## src/rtl/code_converter_stream_if.sv

```systemverilog
// code_converter_stream_if: request/response valid-ready bundle
// for the streaming code converter.
interface code_converter_stream_if #(
   parameter int DW = 12
);
   logic          in_valid;
   logic          in_ready;
   logic [2:0]    in_op;
   logic [DW-1:0] in_data;
   logic          out_valid;
   logic          out_ready;
   logic [DW-1:0] out_data;
   logic [2:0]    out_op;
   logic          out_err;

   modport master (
      output in_valid, in_op, in_data, out_ready,
      input  in_ready, out_valid, out_data, out_op, out_err
   );

   modport slave (
      input  in_valid, in_op, in_data, out_ready,
      output in_ready, out_valid, out_data, out_op, out_err
   );
endinterface

```

## src/rtl/code_converter_stream.sv

```systemverilog
// code_converter_stream: BIN/GRAY/BCD/EX3 converter on valid/ready
// streams. Optional macro CONV_ERR_COUNT_EN adds the err_count port.
module code_converter_stream #(
   parameter int WIDTH  = 8,
   parameter int DIGITS = 3
) (
   input  logic                   clk,
   input  logic                   rst,
   code_converter_stream_if.slave bus,
`ifdef CONV_ERR_COUNT_EN
   output logic [15:0]            err_count,
`endif
   output logic                   busy
);

   localparam int DW = (WIDTH > 4*DIGITS) ? WIDTH : 4*DIGITS;
   localparam int BD = (WIDTH + 2) / 3;
   localparam int ND = (BD > DIGITS) ? BD : DIGITS;
   localparam int BW = 4 * ND;
   localparam int DB = 4 * DIGITS;
   localparam int AW = WIDTH + 4;
   localparam int MC = (WIDTH > DIGITS) ? WIDTH : DIGITS;
   localparam int CW = $clog2(MC + 1);

   typedef enum logic [1:0] {
      IDLE,
      CONV,
      HOLD
   } state_e;

   typedef enum logic [2:0] {
      OP_B2G,
      OP_G2B,
      OP_B2BCD,
      OP_BCD2B,
      OP_BCD2E,
      OP_E2BCD,
      OP_B2E,
      OP_E2B
   } op_e;

   state_e          state_q, state_d;
   op_e             op_q, op_d;
   logic [CW-1:0]   cnt_q, cnt_d;
   logic [WIDTH-1:0] bin_q, bin_d;
   logic [BW-1:0]   bcd_q, bcd_d;
   logic [DB-1:0]   dig_q, dig_d;
   logic [AW-1:0]   acc_q, acc_d;
   logic            ovf_q, ovf_d;
   logic            derr_q, derr_d;
   logic [DW-1:0]   odata_q, odata_d;
   logic [2:0]      oop_q, oop_d;
   logic            oerr_q, oerr_d;

   logic [WIDTH-1:0] in_bin;
   logic [WIDTH-1:0] gray_enc;
   logic [WIDTH-1:0] gray_dec;
   logic [DB-1:0]   in_bcd;
   logic [DB-1:0]   e3_enc;
   logic [DB-1:0]   e3_dec;
   logic            e3_enc_err;
   logic            e3_dec_err;
   logic [BW-1:0]   dd_adj;
   logic [BW-1:0]   dd_nxt;
   logic            dd_ovf;
   logic [DB-1:0]   dd_lo;
   logic [DB-1:0]   dd_ex3;
   logic [3:0]      dg_raw;
   logic [3:0]      dg_val;
   logic            dg_bad;
   logic [AW-1:0]   acc_nxt;
   logic            acc_ovf;
   logic            is_dd;
   logic            unused_ok;

   assign in_bin   = bus.in_data[WIDTH-1:0];
   assign in_bcd   = bus.in_data[DB-1:0];
   assign gray_enc = in_bin ^ (in_bin >> 1);

   // each binary bit is the XOR of all Gray bits at or above it
   always_comb begin
      gray_dec = '0;
      for (int i = 0; i < WIDTH; i++) begin
         gray_dec[i] = ^(in_bin >> i);
      end
   end

   always_comb begin
      e3_enc     = '0;
      e3_dec     = '0;
      e3_enc_err = 1'b0;
      e3_dec_err = 1'b0;
      for (int k = 0; k < DIGITS; k++) begin
         e3_enc[4*k +: 4] = in_bcd[4*k +: 4] + 4'd3;
         e3_dec[4*k +: 4] = in_bcd[4*k +: 4] - 4'd3;
         if (in_bcd[4*k +: 4] > 4'd9) begin
            e3_enc_err = 1'b1;
         end
         if (in_bcd[4*k +: 4] < 4'd3 ||
             in_bcd[4*k +: 4] > 4'd12) begin
            e3_dec_err = 1'b1;
         end
      end
   end

   // the BCD register holds every digit the binary width can produce,
   // so digits above DIGITS flag an out-of-range value exactly
   always_comb begin
      dd_adj = bcd_q;
      for (int k = 0; k < ND; k++) begin
         if (bcd_q[4*k +: 4] >= 4'd5) begin
            dd_adj[4*k +: 4] = bcd_q[4*k +: 4] + 4'd3;
         end
      end
      dd_nxt = {dd_adj[BW-2:0], bin_q[WIDTH-1]};
      dd_ovf = 1'b0;
      for (int k = DIGITS; k < ND; k++) begin
         dd_ovf = dd_ovf | (|dd_nxt[4*k +: 4]);
      end
      dd_lo  = dd_nxt[DB-1:0];
      dd_ex3 = '0;
      for (int k = 0; k < DIGITS; k++) begin
         dd_ex3[4*k +: 4] = dd_lo[4*k +: 4] + 4'd3;
      end
   end

   assign dg_raw = dig_q[DB-1 -: 4];

   always_comb begin
      if (op_q == OP_E2B) begin
         dg_val = dg_raw - 4'd3;
         dg_bad = (dg_raw < 4'd3) || (dg_raw > 4'd12);
      end else begin
         dg_val = dg_raw;
         dg_bad = dg_raw > 4'd9;
      end
   end

   assign acc_nxt   = (acc_q << 3) + (acc_q << 1) + AW'(dg_val);
   assign acc_ovf   = |acc_nxt[AW-1:WIDTH];
   assign is_dd     = (op_q == OP_B2BCD) || (op_q == OP_B2E);
   assign unused_ok = dd_adj[BW-1];

   always_comb begin
      state_d = state_q;
      op_d    = op_q;
      cnt_d   = cnt_q;
      bin_d   = bin_q;
      bcd_d   = bcd_q;
      dig_d   = dig_q;
      acc_d   = acc_q;
      ovf_d   = ovf_q;
      derr_d  = derr_q;
      odata_d = odata_q;
      oop_d   = oop_q;
      oerr_d  = oerr_q;
      unique case (state_q)
         IDLE: begin
            if (bus.in_valid) begin
               op_d   = op_e'(bus.in_op);
               oop_d  = bus.in_op;
               cnt_d  = '0;
               bin_d  = in_bin;
               bcd_d  = '0;
               dig_d  = in_bcd;
               acc_d  = '0;
               ovf_d  = 1'b0;
               derr_d = 1'b0;
               unique case (op_e'(bus.in_op))
                  OP_B2G: begin
                     odata_d = DW'(gray_enc);
                     oerr_d  = 1'b0;
                     state_d = HOLD;
                  end
                  OP_G2B: begin
                     odata_d = DW'(gray_dec);
                     oerr_d  = 1'b0;
                     state_d = HOLD;
                  end
                  OP_BCD2E: begin
                     odata_d = e3_enc_err ? '0 : DW'(e3_enc);
                     oerr_d  = e3_enc_err;
                     state_d = HOLD;
                  end
                  OP_E2BCD: begin
                     odata_d = e3_dec_err ? '0 : DW'(e3_dec);
                     oerr_d  = e3_dec_err;
                     state_d = HOLD;
                  end
                  default: begin
                     state_d = CONV;
                  end
               endcase
            end
         end
         CONV: begin
            cnt_d = cnt_q + 1'b1;
            if (is_dd) begin
               bin_d = bin_q << 1;
               bcd_d = dd_nxt;
               if (cnt_q == CW'(WIDTH - 1)) begin
                  oerr_d  = dd_ovf;
                  odata_d = dd_ovf ? '0 :
                            (op_q == OP_B2E) ? DW'(dd_ex3) :
                                               DW'(dd_lo);
                  state_d = HOLD;
               end
            end else begin
               dig_d  = dig_q << 4;
               acc_d  = acc_nxt;
               ovf_d  = ovf_q | acc_ovf;
               derr_d = derr_q | dg_bad;
               if (cnt_q == CW'(DIGITS - 1)) begin
                  oerr_d  = ovf_d | derr_d;
                  odata_d = (ovf_d | derr_d) ? '0 :
                            DW'(acc_nxt[WIDTH-1:0]);
                  state_d = HOLD;
               end
            end
         end
         HOLD: begin
            if (bus.out_ready) begin
               state_d = IDLE;
            end
         end
         default: begin
            state_d = IDLE;
         end
      endcase
   end

   always_ff @(posedge clk) begin
      if (rst) begin
         state_q <= IDLE;
         op_q    <= OP_B2G;
         cnt_q   <= '0;
         bin_q   <= '0;
         bcd_q   <= '0;
         dig_q   <= '0;
         acc_q   <= '0;
         ovf_q   <= 1'b0;
         derr_q  <= 1'b0;
         odata_q <= '0;
         oop_q   <= '0;
         oerr_q  <= 1'b0;
      end else begin
         state_q <= state_d;
         op_q    <= op_d;
         cnt_q   <= cnt_d;
         bin_q   <= bin_d;
         bcd_q   <= bcd_d;
         dig_q   <= dig_d;
         acc_q   <= acc_d;
         ovf_q   <= ovf_d;
         derr_q  <= derr_d;
         odata_q <= odata_d;
         oop_q   <= oop_d;
         oerr_q  <= oerr_d;
      end
   end

   assign bus.in_ready  = (state_q == IDLE) && !rst;
   assign bus.out_valid = (state_q == HOLD);
   assign bus.out_data  = odata_q;
   assign bus.out_op    = oop_q;
   assign bus.out_err   = oerr_q;
   assign busy          = (state_q != IDLE);

`ifdef CONV_ERR_COUNT_EN
   logic [15:0] errc_q, errc_d;

   always_comb begin
      errc_d = errc_q;
      if ((state_q == HOLD) && bus.out_ready &&
          oerr_q && (errc_q != 16'hFFFF)) begin
         errc_d = errc_q + 16'd1;
      end
   end

   always_ff @(posedge clk) begin
      if (rst) begin
         errc_q <= '0;
      end else begin
         errc_q <= errc_d;
      end
   end

   assign err_count = errc_q;
`endif

endmodule

```

## src/flat_wrapper.sv

```systemverilog
// flat-port wrapper written by rule: the top's interface ports become plain ports
module code_converter_stream_flat 
#(
   parameter int WIDTH  = 8,
   parameter int DIGITS = 3
)
  (clk, rst, busy, bus_in_valid, bus_in_op, bus_in_data, bus_out_ready, bus_in_ready, bus_out_valid, bus_out_data, bus_out_op, bus_out_err);
  code_converter_stream_if #(.DW((12))) bus_i ();
  input  logic clk;
  input  logic rst;
  output logic busy;
  input wire logic [$bits(bus_i.in_valid)-1:0] bus_in_valid;
  input wire logic [$bits(bus_i.in_op)-1:0] bus_in_op;
  input wire logic [$bits(bus_i.in_data)-1:0] bus_in_data;
  input wire logic [$bits(bus_i.out_ready)-1:0] bus_out_ready;
  output wire logic [$bits(bus_i.in_ready)-1:0] bus_in_ready;
  output wire logic [$bits(bus_i.out_valid)-1:0] bus_out_valid;
  output wire logic [$bits(bus_i.out_data)-1:0] bus_out_data;
  output wire logic [$bits(bus_i.out_op)-1:0] bus_out_op;
  output wire logic [$bits(bus_i.out_err)-1:0] bus_out_err;
  assign bus_i.in_valid = bus_in_valid;
  assign bus_i.in_op = bus_in_op;
  assign bus_i.in_data = bus_in_data;
  assign bus_i.out_ready = bus_out_ready;
  assign bus_in_ready = bus_i.in_ready;
  assign bus_out_valid = bus_i.out_valid;
  assign bus_out_data = bus_i.out_data;
  assign bus_out_op = bus_i.out_op;
  assign bus_out_err = bus_i.out_err;
  code_converter_stream #(.WIDTH(WIDTH), .DIGITS(DIGITS)) u_core (.clk(clk), .rst(rst), .bus(bus_i), .busy(busy));
endmodule
```

## config.mk

```make
export PLATFORM = sky130hd
export DESIGN_NAME = code_converter_stream_flat
export DESIGN_NICKNAME = d
export VERILOG_FILES = /design/src/rtl/code_converter_stream_if.sv /design/src/rtl/code_converter_stream.sv /design/src/flat_wrapper.sv
export SDC_FILE = /design/constraint.sdc
export NUM_CORES = 1
export LEC_CHECK = 0
export CAP_MARGIN = 15
export CORE_ASPECT_RATIO = 0.9
export CORE_MARGIN = 8
export CORE_UTILIZATION = 40
export CTS_BUF_LIST = sky130_fd_sc_hd__clkbuf_2
export CTS_CLUSTER_SIZE = 25
export DETAILED_ROUTE_END_ITERATION = 8
export GPL_TIMING_DRIVEN = 0
export PLACE_DENSITY = 0.59
export SLEW_MARGIN = 30
export SYNTH_ARGS = -nofsm -noshare
export SYNTH_HDL_FRONTEND = slang
export SYNTH_SLANG_ARGS = --single-unit
```

## constraint.sdc

```tcl
create_clock -name clk -period 8.9 [get_ports clk]
set_clock_uncertainty 0.2 [all_clocks]
set_input_delay 1.335 -clock clk [delete_from_list [all_inputs] [get_ports clk]]
set_output_delay 1.335 -clock clk [all_outputs]
set_load 0.02 [all_outputs]
```

==> results of run 1 <==
==> flip-flops by register name (all words and copies together) (netlist names) <==
signal               cells
u_core.state_q           2
u_core.ovf_q             1
u_core.bus.out_err       1
u_core.bin_q             8
u_core.op_q              3
u_core.acc_q            11
u_core.dig_q            12
u_core.cnt_q             4
u_core.bcd_q            12
u_core.derr_q            1
u_core.bus.out_data     12
==> final cells by class <==
cell class / instances / area, um2 / share of cell area
multi-input cells: 483 / 3250 / 0.588
flip-flops and latches: 67 / 1340 / 0.243
repair buffers: 35 / 350 / 0.0634
well taps: 160 / 200 / 0.0362
inverters: 42 / 158 / 0.0285
plain buffers: 28 / 109 / 0.0197
clock inverters: 7 / 76.3 / 0.0138
clock buffers: 9 / 45.0 / 0.00815
==> through the flow <==
stage | util | power, mW | area, um2 | setup WS, ps | hold WS (ps)
6_report | 0.463 | 0.702 | 5530 | 3820 | 278
2_1_floorplan | - | 0.443 | 4850 | 5010 | 236
3_3_place_gp | 0.452 | 0.511 | 5400 | 3850 | 251
4_1_cts | 0.462 | 0.704 | 5520 | 3850 | 278
3_5_place_dp | 0.452 | 0.514 | 5400 | 3860 | 253
5_1_grt | 0.463 | 0.736 | 5530 | 3640 | 300
==> cells by family after synthesis <==
kind of cell / Yosys count / share of synthesized area
fa+ha+maj: 57 / 0.150
flops: 67 / 0.277
simple gates: 210 / 0.203
buf+inv: 70 / 0.0550
mux: 9 / 0.0199
compound gates: 175 / 0.237
xor+xnor: 32 / 0.0578
==> report_power, final <==
part	switching, mW	leakage, nW	internal, mW
combinational	0.115	1.58	0.0648
sequential	0.0148	0.547	0.316
clock	0.125	0.0685	0.0659
total	0.255	2.19	0.447
==> routing by layer <==
layer  wire (um)  vias up  track usage
li1            -     2302            -
met1        7450     2253        0.259
met2        7040      102        0.311
met3         820       19       0.0481
met4         206        0       0.0530
met5           0        -            0
==> worst min-delay path, cell delays in order (launching register included) <==
cell,delay (ps)
dfxtp_1,350
nand2_1,50
a21oi_1,60
==> worst paths after layout <==
| path | end | slack, ps | start | depth (start not counted) |
|---|---|---|---|---|
| max reg2reg | u_core.bus.out_data[4]$_SDFFE_PP0P_ | 4630 | u_core.op_q[2]$_SDFFE_PP0P_ | 13 |
| max | bus_in_ready | 3820 | rst | 5 |
| min | u_core.bin_q[0]$_SDFFE_PP0P_ | 280 | u_core.bin_q[0]$_SDFFE_PP0P_ | 2 |
| min reg2reg | u_core.bin_q[0]$_SDFFE_PP0P_ | 280 | u_core.bin_q[0]$_SDFFE_PP0P_ | 2 |
==> placed cells by master, fill, tap and decap left out, types with 3 or more instances in the layout <==
master            n
a311oi_1          8
o21ai_1           7
buf_2             3
a31oi_1           7
a22oi_1          17
o211ai_1          7
xnor2_1          21
nor3b_1           3
mux2i_1           4
ha_1             55
a211oi_1         14
clkbuf_2          9
o21ai_0          27
nor3_1           11
and2_1            3
nand2_1          63
nand3_1          19
o31ai_1           3
a21oi_1          52
clkdlybuf4s50_1  35
inv_1            42
nor2_1           72
nand2b_1         10
nor4_1            4
dfxtp_1          67
mux2_2            5
o221ai_1          6
clkbuf_1         23
nor2b_1           9
xor2_1           11
==> impl_results.md, run 1 <==
* Register area share after synthesis at 0.277
* Vias in the first global route at 4,578
* Fill count at 1,229
* Power Density at between 100 and 150 nW/um2
* Synth top area cells: dfxtp_1, ha_1, nor2_1, a21oi_1, nand2_1
* Hold Path Class: register to register
* Crit path max fanout at 10
* Element type at the critical path start: primary input
* Count leader, synth: nor2_1
* Slowest CP cell: clkdlybuf4s50_1
* Via count at 4,676
* DP HPWL at 12,100 um
* Peak VDD IR at 0.0752 mV
* Setup bufs post-CTS at 0
* Root Driver: clkbuf_2
* Layout cells sized above 1 at 0.0507
* DP Cell Count at 815
* Final nets at 742
* Ys async rst share at 0
* Initial antenna violation count at 0
* Most frequent CP cell: clkbuf_1
* Post_cts resized at 0
* CTS tree: done
* Synthesized cell area at between 4000 and 5000 um2
* Diodes inserted at 0
* Ys flop type: dfxtp_1
* Antenna viol nets, final at 0
* Clock sink total at 67
* Crit-path max cell delay at 570 ps
* CP arrival at 3550 ps
* Crit path capture type: output pin
* PortBufs at 35
* Grt ovf at 0
* Routed length per instance at 18.7 um
* Gpl congestion at 0.907
* Max clock buf depth at 2
* Initial Util at 0.406
* Worst path buffer plus inverter count at 4
* Setup Viol. Count Final at 0
* Req. time, crit path at 7360 ps
* Synth top cells by count: nor2_1, dfxtp_1, nand2_1
* Net Count, Synth at about 700
* Synthesized flop and latch total at 67
* Placeable Area at roughly 12,000 um2
* Family with the most delay on the worst path: buffers and inverters
* Post-route insts no fill at 831
* Syn_area_per_cell at just under 8 um2
* CTS H-tree depth at 3
* Wirelength, routed at 15,500 um
* WS Path Type: primary input to output pin
* Max Fclk at 197 MHz
* TritonCTS Buffers at 9
* Die width at 132 um
* GRT Resource Usage Total at 0.195
* First-pass GRT wire length at approximately 25,000 um
* Area grow syn2layout at 14.0%
* Skew-Pair Late Insertion Delay at 550 ps
* Critical path cell sequence: clkbuf_1 -> clkbuf_1 -> clkbuf_1 -> nor2_1 -> clkdlybuf4s50_1
* Synth Warn # at 0
* Final worst-path cycle share at 0.571
* Slew @ Worst Pin at around 970 ps
* Max-slew violations at 0
* Vias per Instance at 5.63
* Io pins at 38
* Max-cap viol count at 0
* Top-area cell type share of the netlist area at 0.277
* Setup TNS at 0 ps
* Hold buffers post-CTS at 0
* Post-Synthesis Cells at just over 600
* Clk slew on worst S/H paths at 190 ps
* Largest net degree at the start of global routing at 14
* Rows at 38
* DRC viols at 0
* Die Area at about 16,000 um2
* Post-synth cell types at 66
* RSZ-0062 raised after global routing: false
* P_leak at 2.19 nW
* Outcome: finished clean
* Cell taking the most area after synthesis: dfxtp_1
* DR pass1 iterations at 4
* Min Tclk post-route at 5080 ps
* Initial DRC count at 320
* Number of synthesized flops with an enable pin at 0
* Final-report hold violation count at 0
* Rel. slew slack at 0.354
* Die H at 120 um
No activity file was read; power rests on OpenSTA's default activity.
==> run 2: changes to the inputs <==
PLACE_DENSITY = 0.62   (was 0.59)
clock period = 4.4 ns   (was 8.9 ns; I/O delays follow)
==> run 2 against run 1 <==
Critical path depth grew 9. Count of clock-buffer cells in the layout is the same. Worst hold slack lost 59 ps. Sequential cell count is the same. Worst setup slack lost 3500 ps. Global-route usage shrank 1.1 points. Cell count grew 0.12%. Clock power grew 94%. Design area shrank 0.11%. First-iteration DRC count grew 46%. Largest cell class unchanged.
==> impl_results.md, run 2 (synthesis gave the netlist of run 1 again) <==
* Slowest CP cell: fa_1 (was clkdlybuf4s50_1)
* Diodes inserted at 0 (unchanged)
* Clk pwr share at 0.264 (was 0.272)
* CP arrival at 4390 ps (was 3550 ps)
* Gpl congestion at 0.910 (was 0.907)
* Placeable Area at 11,900 um2 (unchanged)
* Grt ovf at 0 (unchanged)
* Max clock buf depth at 2 (unchanged)
* Vias per Instance at 5.67 (was 5.63)
* Area grow syn2layout at 13.9% (was 14.0%)
* Most frequent CP cell: a211oi_1 (was clkbuf_1)
* Max Fclk at about 250 MHz
* Largest net degree at the start of global routing at 13 (was 14)
* Hold WS at 219 ps (was 278 ps)
* Final-report hold violation count at 0 (unchanged)
* Crit path capture type: register (was output pin)
* Antenna viol nets, final at 0 (unchanged)
* Vias in the first global route at 4,481 (was 4,578)
* Element type at the critical path start: register (was primary input)
* Initial DRC count at 468 (was 320)
* Sw frac at 0.355 (was 0.363)
* CTS H-tree depth at 3 (unchanged)
* Total net switching power at 0.498 mW (was 0.255 mW)
* Area after DPL at 5400 um2 (unchanged)
* Setup Viol. Count Final at 0 (unchanged)
* Clk slew on worst S/H paths at 200 ps (was 190 ps)
* WS Path Type: register to register (was primary input to output pin)
* Die Area at 15,900 um2 (unchanged)
* Initial antenna violation count at 0 (unchanged)
* CTS tree: done (unchanged)
* GRT Resource Usage Total at 0.184 (was 0.195)
* Rows at 38 (unchanged)
* Pint at 0.902 mW (was 0.447 mW)
* Sequential share of power at 0.479 (was 0.472)
* Die width at 132 um (unchanged)
* Final nets at 743 (was 742)
* Worst path buffer plus inverter count at 2 (was 4)
* DP HPWL at 11,500 um (was 12,100 um)
* Setup TNS at 0 ps (unchanged)
* Hold Path Class: primary input to register (was register to register)
* Outcome: finished clean (unchanged)
* Most frequent cells in the layout: nor2_1, dfxtp_1, nand2_1 (unchanged)
* First-pass GRT wire length at 23,500 um (was 24,700 um)
* Gate power share at 0.257 (was 0.256)
* DR pass1 iterations at 5 (was 4)
* Layout cells sized above 1 at 0.0536 (was 0.0507)
* Root Driver: clkbuf_2 (unchanged)
* Min setup slack post-route at 320 ps (was 3820 ps)
* TritonCTS Buffers at 9 (unchanged)
* Power Density at 254 nW/um2 (was 127 nW/um2)
* Peak VDD IR at 0.193 mV (was 0.0752 mV)
* Req. time, crit path at 4710 ps (was 7360 ps)
* Initial Util at 0.406 (unchanged)
* Final worst-path cycle share at 0.927
* Slew @ Worst Pin at 884 ps (was 965 ps)
* Family with the most delay on the worst path: compound AO/OA/AOI/OAI gates (was buffers and inverters)
* Max-slew violations at 0 (unchanged)
* Clock sink total at 67 (unchanged)
* Final Cell Area at 5520 um2 (was 5530 um2)
* Min Tclk post-route at 4080 ps
* Rel. slew slack at 0.409 (was 0.354)
* Via count at 4,716 (was 4,676)
* PortBufs at 35 (unchanged)
* Max-cap viol count at 0 (unchanged)
* Routed length per instance at 17.7 um (was 18.7 um)
* Skew-Pair Late Insertion Delay at 550 ps (about the same)
* Most common cell after layout, fill and taps aside: nor2_1 (unchanged)
* DP Worst Slack at 229 ps (was 3860 ps)
* P_leak at 2.19 nW (about the same)
* Crit path max fanout at 8 (was 10)
* Critical path cell sequence: nand3_2 -> a211oi_1 -> xnor2_1 -> fa_1 -> inv_1 -> ha_1 -> a211oi_1 -> o211ai_1 -> a21o_1 -> a211o_1 -> nor4b_4 -> buf_4 -> nand3_1 -> a21oi_1 (was clkbuf_1 -> clkbuf_1 -> clkbuf_1 -> nor2_1 -> clkdlybuf4s50_1)
* RSZ-0062 raised after global routing: false (unchanged)
* DRC viols at 0 (unchanged)
* Io pins at 38 (unchanged)
* Crit-path max cell delay at 540 ps (was 570 ps)
* Die H at 120 um (unchanged)
* Wirelength, routed at 14,700 um (was 15,500 um)
* Hold buffers post-CTS at 0 (unchanged)
==> run 2: cell types whose count changed in the layout (fill, tap and decap cells not counted) <==
cell / change
dfxtp_1: -3
dfxtp_2: +3
clkinv_1: +2
buf_4: +1
clkinv_4: -1
clkinvlp_4: -1
nor4_2: +1
nor4_4: -1
==> run 2: final timing paths <==
| kind | slack, ps | depth (start not counted) | end | from |
|---|---|---|---|---|
| setup / recovery | 320 | 14 | u_core.bus.out_data[4]$_SDFFE_PP0P_ | u_core.op_q[2]$_SDFFE_PP0P_ |
| setup reg to reg | 320 | 14 | u_core.bus.out_data[4]$_SDFFE_PP0P_ | u_core.op_q[2]$_SDFFE_PP0P_ |
| hold reg to reg | 280 | 2 | u_core.derr_q$_SDFFE_PP0P_ | u_core.derr_q$_SDFFE_PP0P_ |
| hold / removal | 220 | 3 | u_core.op_q[0]$_SDFFE_PP0P_ | bus_in_op[0] |
==> run 2: timing repair <==
action | 4_1_cts | 5_1_grt
gates resized for setup | 0 | 3
buffers inserted | 0 | 1
setup endpoints to repair | 0 | 10
==> run 2: power by group through the flow <==
stage / logic, mW / registers [mW] / clock network (mW)
6_report: 0.359 / 0.671 / 0.370
5_1_grt: 0.394 / 0.676 / 0.398
4_1_cts: 0.352 / 0.670 / 0.374
3_5_place_dp: 0.349 / 0.683 / 0
3_3_place_gp: 0.347 / 0.681 / 0
2_1_floorplan: 0.211 / 0.685 / 0
==> run 2: area by class of cell <==
| type | count | area (um2) |
|---|---|---|
| plain buffers | 28 | 109 |
| flip-flops and latches | 67 | 1350 |
| inverters | 42 | 158 |
| well taps | 160 | 200 |
| clock buffers | 9 | 45.0 |
| fillers | 1172 | 6410 |
| clock inverters | 7 | 67.6 |
| repair buffers | 36 | 358 |
| multi-input cells | 483 | 3240 |
==> run 2: routing by layer <==
layer  track usage  share of wire
met5             0              0
met4        0.0624          0.020
met3        0.0444          0.061
met2         0.290           0.44
met1         0.243           0.48
==> run 2: tightest hold or removal path: stages <==
cell,delay (ps)
buf_2,160
nand2_1,80
a21oi_1,50
==> run 2: per-stage QoR <==
stage	util	instances	total power, mW
floorplan	-	620	0.896
global placement	0.452	815	1.03
detailed placement	0.452	815	1.03
CTS	0.462	831	1.40
global route	0.463	832	1.47
finish	0.463	832	1.40
==> run 3: changes to the inputs <==
SKIP_CTS_REPAIR_TIMING = 1   (was not set)
==> results of run 3 <==
No change in the layout: final DEF, timing and power equal those of run 2.
